==> src/rtl/mem_stage.sv <==
// Memory-access stage: issues loads/stores to the data cache, stalls while busy, registers MEM/WB.
// Optional misaligned-access trap is enabled with `define MEM_MISALIGN_TRAP_EN.
module mem_stage #(
   parameter int ADDR_W = 32,
   parameter int XLEN   = 32
) (
   input  logic              clk,
   input  logic              reset,
   input  logic [75:0]       ex_in,
   output logic              dmem_read,
   output logic              dmem_write,
   output logic [ADDR_W-1:0] dmem_addr,
   output logic [XLEN-1:0]   dmem_wdata,
   output logic [3:0]        dmem_byte_en,
   input  logic [XLEN-1:0]   dmem_rdata,
   input  logic              dmem_busy,
   output logic              stall,
`ifdef MEM_MISALIGN_TRAP_EN
   output logic              misalign_fault,
   output logic [31:0]       fault_addr,
`endif
   output logic [37:0]       mem_out
);

   typedef enum logic {IDLE, ACCESS} state_t;

   state_t state, next_state;

   logic [31:0] alu_result;
   logic [31:0] data_2;
   logic [2:0]  fun_3;
   logic        d_mem_w;
   logic        d_mem_r;
   logic [4:0]  write_address;
   logic        write_reg_en;
   logic        mux_d_mem;

   assign alu_result    = ex_in[31:0];
   assign data_2        = ex_in[63:32];
   assign fun_3         = ex_in[66:64];
   assign d_mem_w       = ex_in[67];
   assign d_mem_r       = ex_in[68];
   assign write_address = ex_in[73:69];
   assign write_reg_en  = ex_in[74];
   assign mux_d_mem     = ex_in[75];

   logic [1:0] a;
   logic       is_byte;
   logic       is_half;
   logic       pending;
   logic       misaligned;

   assign a       = alu_result[1:0];
   assign is_byte = (fun_3[1:0] == 2'b00);
   assign is_half = (fun_3[1:0] == 2'b01);
   assign pending = d_mem_r | d_mem_w;

`ifdef MEM_MISALIGN_TRAP_EN
   assign misaligned = (is_half && a[0]) || (!is_byte && !is_half && (a != 2'b00));
`else
   assign misaligned = 1'b0;
`endif

   // Access context captured on entry to ACCESS; the rest of ex_in is held by the stall.
   logic [1:0] addr_q;
   logic [2:0] fun3_q;

   logic [3:0]      st_byte_en;
   logic [XLEN-1:0] st_wdata;

   // NOTE: every signal written in always_comb gets a default first, otherwise a latch is inferred.
   always_comb begin
      st_byte_en = 4'b1111;
      st_wdata   = data_2;
      if (is_byte) begin
         st_byte_en = 4'b0001 << a;
         st_wdata   = {4{data_2[7:0]}};
      end else if (is_half) begin
         st_byte_en = a[1] ? 4'b1100 : 4'b0011;
         st_wdata   = {2{data_2[15:0]}};
      end
   end

   logic [7:0]      ld_byte;
   logic [15:0]     ld_half;
   logic [XLEN-1:0] ld_fmt;
   logic [31:0]     wb_data;

   always_comb begin
      case (addr_q)
         2'd0:    ld_byte = dmem_rdata[7:0];
         2'd1:    ld_byte = dmem_rdata[15:8];
         2'd2:    ld_byte = dmem_rdata[23:16];
         default: ld_byte = dmem_rdata[31:24];
      endcase
      ld_half = addr_q[1] ? dmem_rdata[31:16] : dmem_rdata[15:0];
      case (fun3_q)
         3'b000:  ld_fmt = {{(XLEN-8){ld_byte[7]}}, ld_byte};
         3'b100:  ld_fmt = {{(XLEN-8){1'b0}}, ld_byte};
         3'b001:  ld_fmt = {{(XLEN-16){ld_half[15]}}, ld_half};
         3'b101:  ld_fmt = {{(XLEN-16){1'b0}}, ld_half};
         default: ld_fmt = dmem_rdata;
      endcase
      wb_data = mux_d_mem ? ld_fmt : alu_result;
   end

   always_comb begin
      next_state = state;
      stall      = 1'b0;
      case (state)
         IDLE: begin
            if (pending && !misaligned) begin
               stall      = 1'b1;
               next_state = ACCESS;
            end
         end
         ACCESS: begin
            if (dmem_busy) stall = 1'b1;
            else           next_state = IDLE;
         end
         default: next_state = IDLE;
      endcase
      // The pipeline must not see a stall while the stage is held in reset.
      if (!reset) stall = 1'b0;
   end

   // NOTE: sequential state uses non-blocking assignments so every register samples pre-edge values.
   always_ff @(posedge clk or negedge reset) begin
      if (!reset) begin
         state        <= IDLE;
         mem_out      <= '0;
         dmem_read    <= 1'b0;
         dmem_write   <= 1'b0;
         dmem_addr    <= '0;
         dmem_wdata   <= '0;
         dmem_byte_en <= '0;
         addr_q       <= '0;
         fun3_q       <= '0;
`ifdef MEM_MISALIGN_TRAP_EN
         misalign_fault <= 1'b0;
         fault_addr     <= '0;
`endif
      end else begin
         state <= next_state;
`ifdef MEM_MISALIGN_TRAP_EN
         misalign_fault <= 1'b0;
`endif
         case (state)
            IDLE: begin
               if (!pending) begin
                  mem_out <= {write_reg_en, write_address, alu_result};
`ifdef MEM_MISALIGN_TRAP_EN
               end else if (misaligned) begin
                  mem_out        <= {1'b0, write_address, alu_result};
                  misalign_fault <= 1'b1;
                  fault_addr     <= alu_result;
`endif
               end else begin
                  // A simultaneous read and write resolves to the write.
                  dmem_read    <= d_mem_r & ~d_mem_w;
                  dmem_write   <= d_mem_w;
                  dmem_addr    <= {alu_result[ADDR_W-1:2], 2'b00};
                  dmem_wdata   <= d_mem_w ? st_wdata : '0;
                  dmem_byte_en <= d_mem_w ? st_byte_en : 4'b0000;
                  addr_q       <= a;
                  fun3_q       <= fun_3;
               end
            end
            ACCESS: begin
               if (!dmem_busy) begin
                  mem_out    <= {write_reg_en, write_address, wb_data};
                  dmem_read  <= 1'b0;
                  dmem_write <= 1'b0;
               end
            end
            default: ;
         endcase
      end
   end

endmodule

==> config.mk <==
export PLATFORM = sky130hd
export DESIGN_NAME = mem_stage
export DESIGN_NICKNAME = d
export VERILOG_FILES = /design/src/rtl/mem_stage.sv
export SDC_FILE = /design/constraint.sdc
export NUM_CORES = 1
export LEC_CHECK = 0
export ABC_AREA = 1
export BUFFER_PORTS_ARGS = -buffer_cell sky130_fd_sc_hd__buf_2
export CORE_UTILIZATION = 53
export CTS_CLUSTER_SIZE = 25
export DETAILED_ROUTE_END_ITERATION = 12
export PLACE_DENSITY = 0.84
export SLEW_MARGIN = 0
export SYNTH_ARGS = -nofsm -noshare
export SYNTH_HDL_FRONTEND = slang
export SYNTH_SLANG_ARGS = --single-unit
==> constraint.sdc <==
create_clock -name clk -period 2.8 [get_ports clk]
set_input_delay 0.42 -clock clk [delete_from_list [all_inputs] [get_ports clk]]
set_output_delay 0.42 -clock clk [all_outputs]
set_load 0.05 [all_outputs]
Yosys cells after proc, flatten, opt, wreduce, memory -nomap -nowiden
Index checks and enable logic that the tools add are counted.

word-level totals
  flip-flop bits (word level) = 112
  input port bits = 111
  output and inout bits = 109
  word-level logic and storage cells = 52

cells by class
  equality and inequality tests = 9
  shifts and indexed selects = 1
  multiplexer cells = 23
  bitwise operators = 4
  reduce and logical (&&, ||, !) cells = 6

operators with widths
  operator               number
  $mux W32               4
  $pmux W32 S4           1
  $mux W38               2
  $pmux W38 S2           1
  $pmux W8 S3            1
  $mux W16               1
  $mux W4                4
  $eq A3 B3 Y1 const B   2
  $mux W1                6
  $ne A2 B2 Y1 const B   3
  $pmux W1 S2            3
  $reduce_and A2 Y1      3
  $eq A2 B1 Y1 const B   2
  $logic_not A2 Y1       2
  $shl A1 B2 Y4 const A  1
  $eq A3 B1 Y1 const B   1
  $logic_not A3 Y1       1
  $eq A2 B2 Y1 const B   1
  $not A1 Y1             2
  $and A1 B1 Y1          1
  $or A1 B1 Y1           1

Longest topological paths before layout
Gate-level depths: netlist of the first run.

  depth in word-level cells = 6
  depth in mapped cells = 11
  mapped depth without buffers = 9

Least setup slack after synthesis of the first run
No wires, ideal clock.

  path kind = reg2out
  from = register state
  to = output stall
  arrival time = 1.481 ns
  required time = 2.380 ns
  slack = 0.899 ns
  stages on the path, launching flop included = 6
  path buffers = 1
  path through = dfrtp_1 > inv_2 > or2_4 > nand2_4 > buf_2 > nor2_1

on the way
  cells in the longest elaborated chain, start to end = 3

RTL lines
  element                 line  RTL
  start, declared         27    state_t state, next_state;
  start signal, assigned  144   state <= next_state;
  $not A1 Y1 (no line)    --
  $pmux W1 S2 *           110   case (state)
  $mux W1 *               124   if (!reset) stall = 1'b0;
  end, declared           17    output logic stall,

Mark *: on every way between the ends. The rest lies on a longest branch, timed or not.

Worst setup path in the final report of the first run
Ends and elaborated chain as after synthesis.

==> results.cfg, run 1 <==
[status]
outcome = finished clean

[final_layout]
diodes = 0
final_cell_mix = 219 x nand2_1, 216 x buf_2, 112 x dfrtp_1, 86 x o21ai_0, 75 x a21oi_1
mostFrequentLayoutCell = nand2_1
fillers = 883
seqCellArea_um2 = 2803
area_growth_pct = 23.66
fin_nets = 1007
multi_input_area_um2 = 2292
final_util = 0.6883
drive_above_1_share = 0.2986

[die]
design.core.area_um2 = 9910
pin_count = 220
start_util = 0.5566
rows = 36
die_h_um = 104.0
dieWidth_um = 104.0
dieArea_um2 = 10820

[clock_network]
post_cts_resized = 0
postCtsSetupBuffers = 0
cts_num_sinks = 112
cts-hold-fix-buffers = 0
cts.clk_slew.worst_paths_ns = 0.10
cts_htree_levels = 3
tritoncts = built
numCtsBuffers = 9
cts_buffer_depth = 2
root_buffer = clkbuf_8
insertion_delay_ns = 0.37

[timing]
fin_worst_skew_ns = 0.008934
final.min_clock_period_ns = 2.097
fmax_mhz = 476.8
fin_tns_setup_ns = 0
relSlewSlack = 0.5915
fin_crit_sh = 0.7491
hold_viol = 0
rsz0062_at_grt = no
fin_ws_ns = 0.7026
setup_viol = 0
drv_slew = 0
worst_pin_slew_ns = 0.6121

[critical_path]
critPathKind = reg2out
worstPathCellList = inv_2 -> or2_4 -> nand2_4 -> nor2_1 -> buf_2
cp_max_fo = 27
required_ns = 2.38
cp_slowest_stage_delay_ns = 0.44
critPathCaptureType = primary output
slowest_stage = dfrtp_1
worstPathArrival_ns = 1.68
worst_setup_path_start_kind = flop
reg2reg_depth = 9

[detailed_routing]
wl_um = 15620
drtAntennaViolNets = 0
drcViolationCount = 0
num_vias = 5392
first_pass_iters = 5
drt-initial-drc-count = 354
wl_per_cell_um = 15.11
via_per_inst = 5.215

[yosys]
yosysSeqAreaShare = 0.5082
ys_ff_latch = 112
postSynthCellCount = 702
syn_area_per_cell_um2 = 7.857
ys_warn_count = 0
netlist-cell-type-count = 29
syn_area_um2 = 5515

[worst_hold_path]
min_path_type = in2async

[pwr]
powerDensity_nw_per_um2 = 819.4
worst_ir_drop_vdd_mv = 0.4531
p_leak_nw = 3.708
power_mw = 5.589

[placed_design]
gp_congestion = 0.8953
dp_hpwl_um = 11520
io_buffers = 217
dp_slack_ns = 0.9588

[global_routing]
grt_pass1_wl_um = 25240
grt_usage = 0.2922
antenna_found_initial = 0
grt_overflow_total = 0
grt_pass1_vias = 5118
grt_max_degree = 113

[run]
maxCapViolations = 0
## synthesized netlist by cell type (all sizes together)
| master | n | area, um^2 |
|---|---|---|
| clkinv | 2 | 7.510 |
| clkbuf | 14 | 52.55 |
| or2 | 1 | 8.760 |
| nand2 | 225 | 869.6 |
| nand4 | 1 | 12.51 |
| o31ai | 1 | 7.510 |
| nor2 | 53 | 209.0 |
| inv | 49 | 191.4 |
| dfrtp | 112 | 2803 |
| nand3 | 24 | 120.1 |
| buf | 28 | 183.9 |
| conb | 1 | 3.750 |
| a21oi | 91 | 515.5 |
| o21ai | 90 | 450.4 |
| a21boi | 2 | 15.01 |
| nand3b | 3 | 22.52 |
| a22o | 4 | 35.03 |
| o211ai | 1 | 7.510 |
## state kept, by name, summed over array words and instances, names as in the netlist
| name | cells |
|---|---|
| addr_q | 2 |
| dmem_addr | 30 |
| dmem_byte_en | 4 |
| dmem_read | 1 |
| dmem_wdata | 32 |
| dmem_write | 1 |
| fun3_q | 3 |
| mem_out | 38 |
| state | 1 |
## report_power, final
group | switching (mW) | internal (mW) | total (mW)
registers | 0.214 | 1.95 | 2.16
logic | 1.91 | 0.566 | 2.48
clock network | 0.551 | 0.402 | 0.953
## layer usage
layer | track usage | part of all wire
met1 | 0.3843 | 0.41
met2 | 0.4867 | 0.48
met3 | 0.06203 | 0.087
met4 | 0.08673 | 0.018
met5 | 0 | 0
## worst paths after layout
kind	startpoint	to	slack [ns]
max	state	stall	0.70
max in group asynchronous	reset	dmem_wdata[12]	2.20
min reg2reg	mem_out[37]	mem_out[37]	0.48
max reg2reg	addr_q[1]	mem_out[26]	1.03
min in group clk	ex_in[73]	mem_out[36]	0.24
min	reset	dmem_addr[20]	0.13
## cell type report
class	count	area share
clock buffer	13	0.02477
clock inverter	3	0.003669
inverter	51	0.02917
multi-input combinational	498	0.3361
sequential	112	0.4109
tap	133	0.02440
timing repair buffer	224	0.1710
## kinds of logic (layout without fill, tap and decap cells)
logic type / after synthesis / in the layout / synth area share
AND/OR/NAND/NOR: 307 / 307 / 0.2253
other: 1 / 2 / 0.0006799
buffers and inverters: 93 / 291 / 0.07895
AO/OA/AOI/OAI: 189 / 189 / 0.1869
flip-flops: 112 / 112 / 0.5082
## stage by stage
| stage | std cells | hold slack, ns | instance area [um^2] |
|---|---|---|---|
| 5_1_grt | 1034 | 0.1891 | 6820 |
| 2_1_floorplan | 703 | 0.1244 | 5519 |
| 6_report | 1034 | 0.1348 | 6820 |
| 3_3_place_gp | 1018 | 0.4495 | 6626 |
| 4_1_cts | 1034 | 0.1794 | 6820 |
| 3_5_place_dp | 1018 | 0.4608 | 6626 |
## worst max-delay path: cells and delay by family, from the launching register on
family                 cells  cell delay (ns)
flip-flops                 1             0.44
buffers and inverters      2             0.29
AND/OR/NAND/NOR            3             0.58
(Power assumes the default switching activity.)
==> run 2, diff against run 1 <==
Settings changed: CORE_UTILIZATION 53 to 44, PLACE_DENSITY 0.84 to 0.75.
Clock period 2.8 ns to 1.7 ns, I/O delays scaled along.
==> run 2 against run 1 <==
Net effect:
- sequential power rose by 63%
- first-iteration DRC count fell by 7.9%
- global-route usage fell by 3.2 points
- register-to-register slack got worse by 0.87 ns
- final cell count rose by 4.8%
- worst hold slack got worse by 0.11 ns
- wire length rose by 6.4%
- clock power rose by 130%
- critical path depth did not move
- critical endpoint unchanged
- largest cell class unchanged
- highest routed layer unchanged
==> results.cfg, run 2 (synthesized netlist as in run 1, its figures left out) <==
[final_layout]
largest-register = mem_out
fin_nets = 1022
multi_input_area_um2 = 2317
final_cell_mix = 219 x nand2_1, 215 x buf_2, 111 x dfrtp_1, 86 x o21ai_0, 75 x a21oi_1
top_regs = mem_out x38, dmem_wdata x32, dmem_addr x30
fillers = 1153
mostFrequentLayoutCell = nand2_1
diodes = 0
drive_above_1_share = 0.3144
largest_reg_flops = 38
seqCellArea_um2 = 2804
area_growth_pct = 29.29

[die]
design.core.area_um2 = 12110
die_h_um = 114.0
pin_count = 220
start_util = 0.4554
dieArea_um2 = 12990
dieWidth_um = 114.0
rows = 40

[detailed_routing]
first_pass_iters = 5
wl_per_cell_um = 15.32
drtAntennaViolNets = 0
via_per_inst = 5.040
drt-initial-drc-count = 326
drcViolationCount = 0
num_vias = 5463
wl_um = 16610

[timing]
fin_crit_sh = 0.9645
hold_viol = 0
setup_viol = 0
worst_pin_slew_ns = 0.6399
fin_tns_setup_ns = 0
relSlewSlack = 0.5734
final.min_clock_period_ns = 1.640
fin_worst_skew_ns = 0.006136
fmax_mhz = 609.9
rsz0062_at_grt = no
drv_slew = 0

[pwr]
power_mw = 9.974
worst_ir_drop_vdd_mv = 0.7518
p_leak_nw = 3.842
powerDensity_nw_per_um2 = 1399

[critical_path]
crit_buf_inv = 2
worst_setup_path_start_kind = flop
worstPathArrival_ns = 1.38
critPathCaptureType = primary output
required_ns = 1.44
cp_slowest_stage_delay_ns = 0.37
worstPathCellList = inv_2 -> or2_4 -> nand2_8 -> nor2_2 -> buf_4
cp_max_fo = 6
critPathKind = reg2out
slowest_stage = dfrtp_1
cp_top_family = simple AND/OR/NAND/NOR gates

[worst_hold_path]
min_path_type = in2async

[status]
outcome = finished clean

[clock_network]
root_buffer = clkbuf_16
tritoncts = built
insertion_delay_ns = 0.36
cts_buffer_depth = 2
cts.clk_slew.worst_paths_ns = 0.08
cts_num_sinks = 112
cts_htree_levels = 3
numCtsBuffers = 9
cts-hold-fix-buffers = 0

[global_routing]
grt_pass1_vias = 5080
grt_pass1_wl_um = 26250
grt_max_degree = 113
antenna_found_initial = 0
grt_overflow_total = 0
grt_usage = 0.2605

[placed_design]
gp_congestion = 0.8846
io_buffers = 217
dp_hpwl_um = 11970

[run]
maxCapViolations = 0
run 2: changes by cell type in the layout (fill, tap and decap cells not counted), sizes merged:
cell / delta
buf: +15
bufinv: +1
clkbuf: -4
clkinv: +1
clkinvlp: -1
inv: +3
run 2: layout make-up:
class,count,share of cell area
Sequential cell,112,0.3932
Multi-Input combinational cell,498,0.3250
Timing Repair Buffer,239,0.1814
Clock buffer,9,0.03158
Tap cell,168,0.02948
Inverter,51,0.02825
Clock inverter,7,0.01105
run 2: worst paths after layout:
check	start	to	slack, ns	cells after the start
setup / recovery	state	stall	0.06	5
max in group asynchronous	reset	addr_q[1]	1.15	2
hold / removal	reset	dmem_addr[7]	0.02	2
min in group clk	ex_in[70]	mem_out[33]	0.09	3
setup reg to reg	state	mem_out[3]	0.16	7
hold reg to reg	dmem_addr[10]	dmem_addr[10]	0.48	2
run 2: stage by stage:
stage	hold slack, ns	std cells	instance area [um^2]	worst slack (ns)	utilization
after CTS	0.07852	1078	7068	0.01260	0.5836
after global placement	0.4546	1062	6753	0.1716	0.5575
after detailed placement	0.4592	1062	6753	0.1212	0.5575
after global routing	0.09653	1084	7131	0.01381	0.5887
after floorplan	-0.04059	703	5522	0.1931	-
final	0.02311	1084	7131	0.06034	0.5887
run 2: layer usage:
| layer | GRT usage | routed length (um) |
|---|---|---|
| met2 | 0.3956 | 7512 |
| met5 | 0 | 0 |
| met1 | 0.3697 | 7519 |
| met4 | 0.09177 | 346 |
| met3 | 0.05367 | 1232 |
run 2: power by group:
part / switching, mW / leakage [nW] / internal, mW / total, mW
Combinational: 3.22 / 2.32 / 1.00 / 4.22
Clock: 1.06 / 0.151 / 1.16 / 2.23
Sequential: 0.321 / 1.38 / 3.21 / 3.53
Total: 4.60 / 3.84 / 5.38 / 9.97
run 2: timing repair:
item | CTS | global route
resized for setup | 2 | 4
setup buffers | 1 | 6
setup endpoints to repair | 1 | 23
pin swaps | 0 | 1
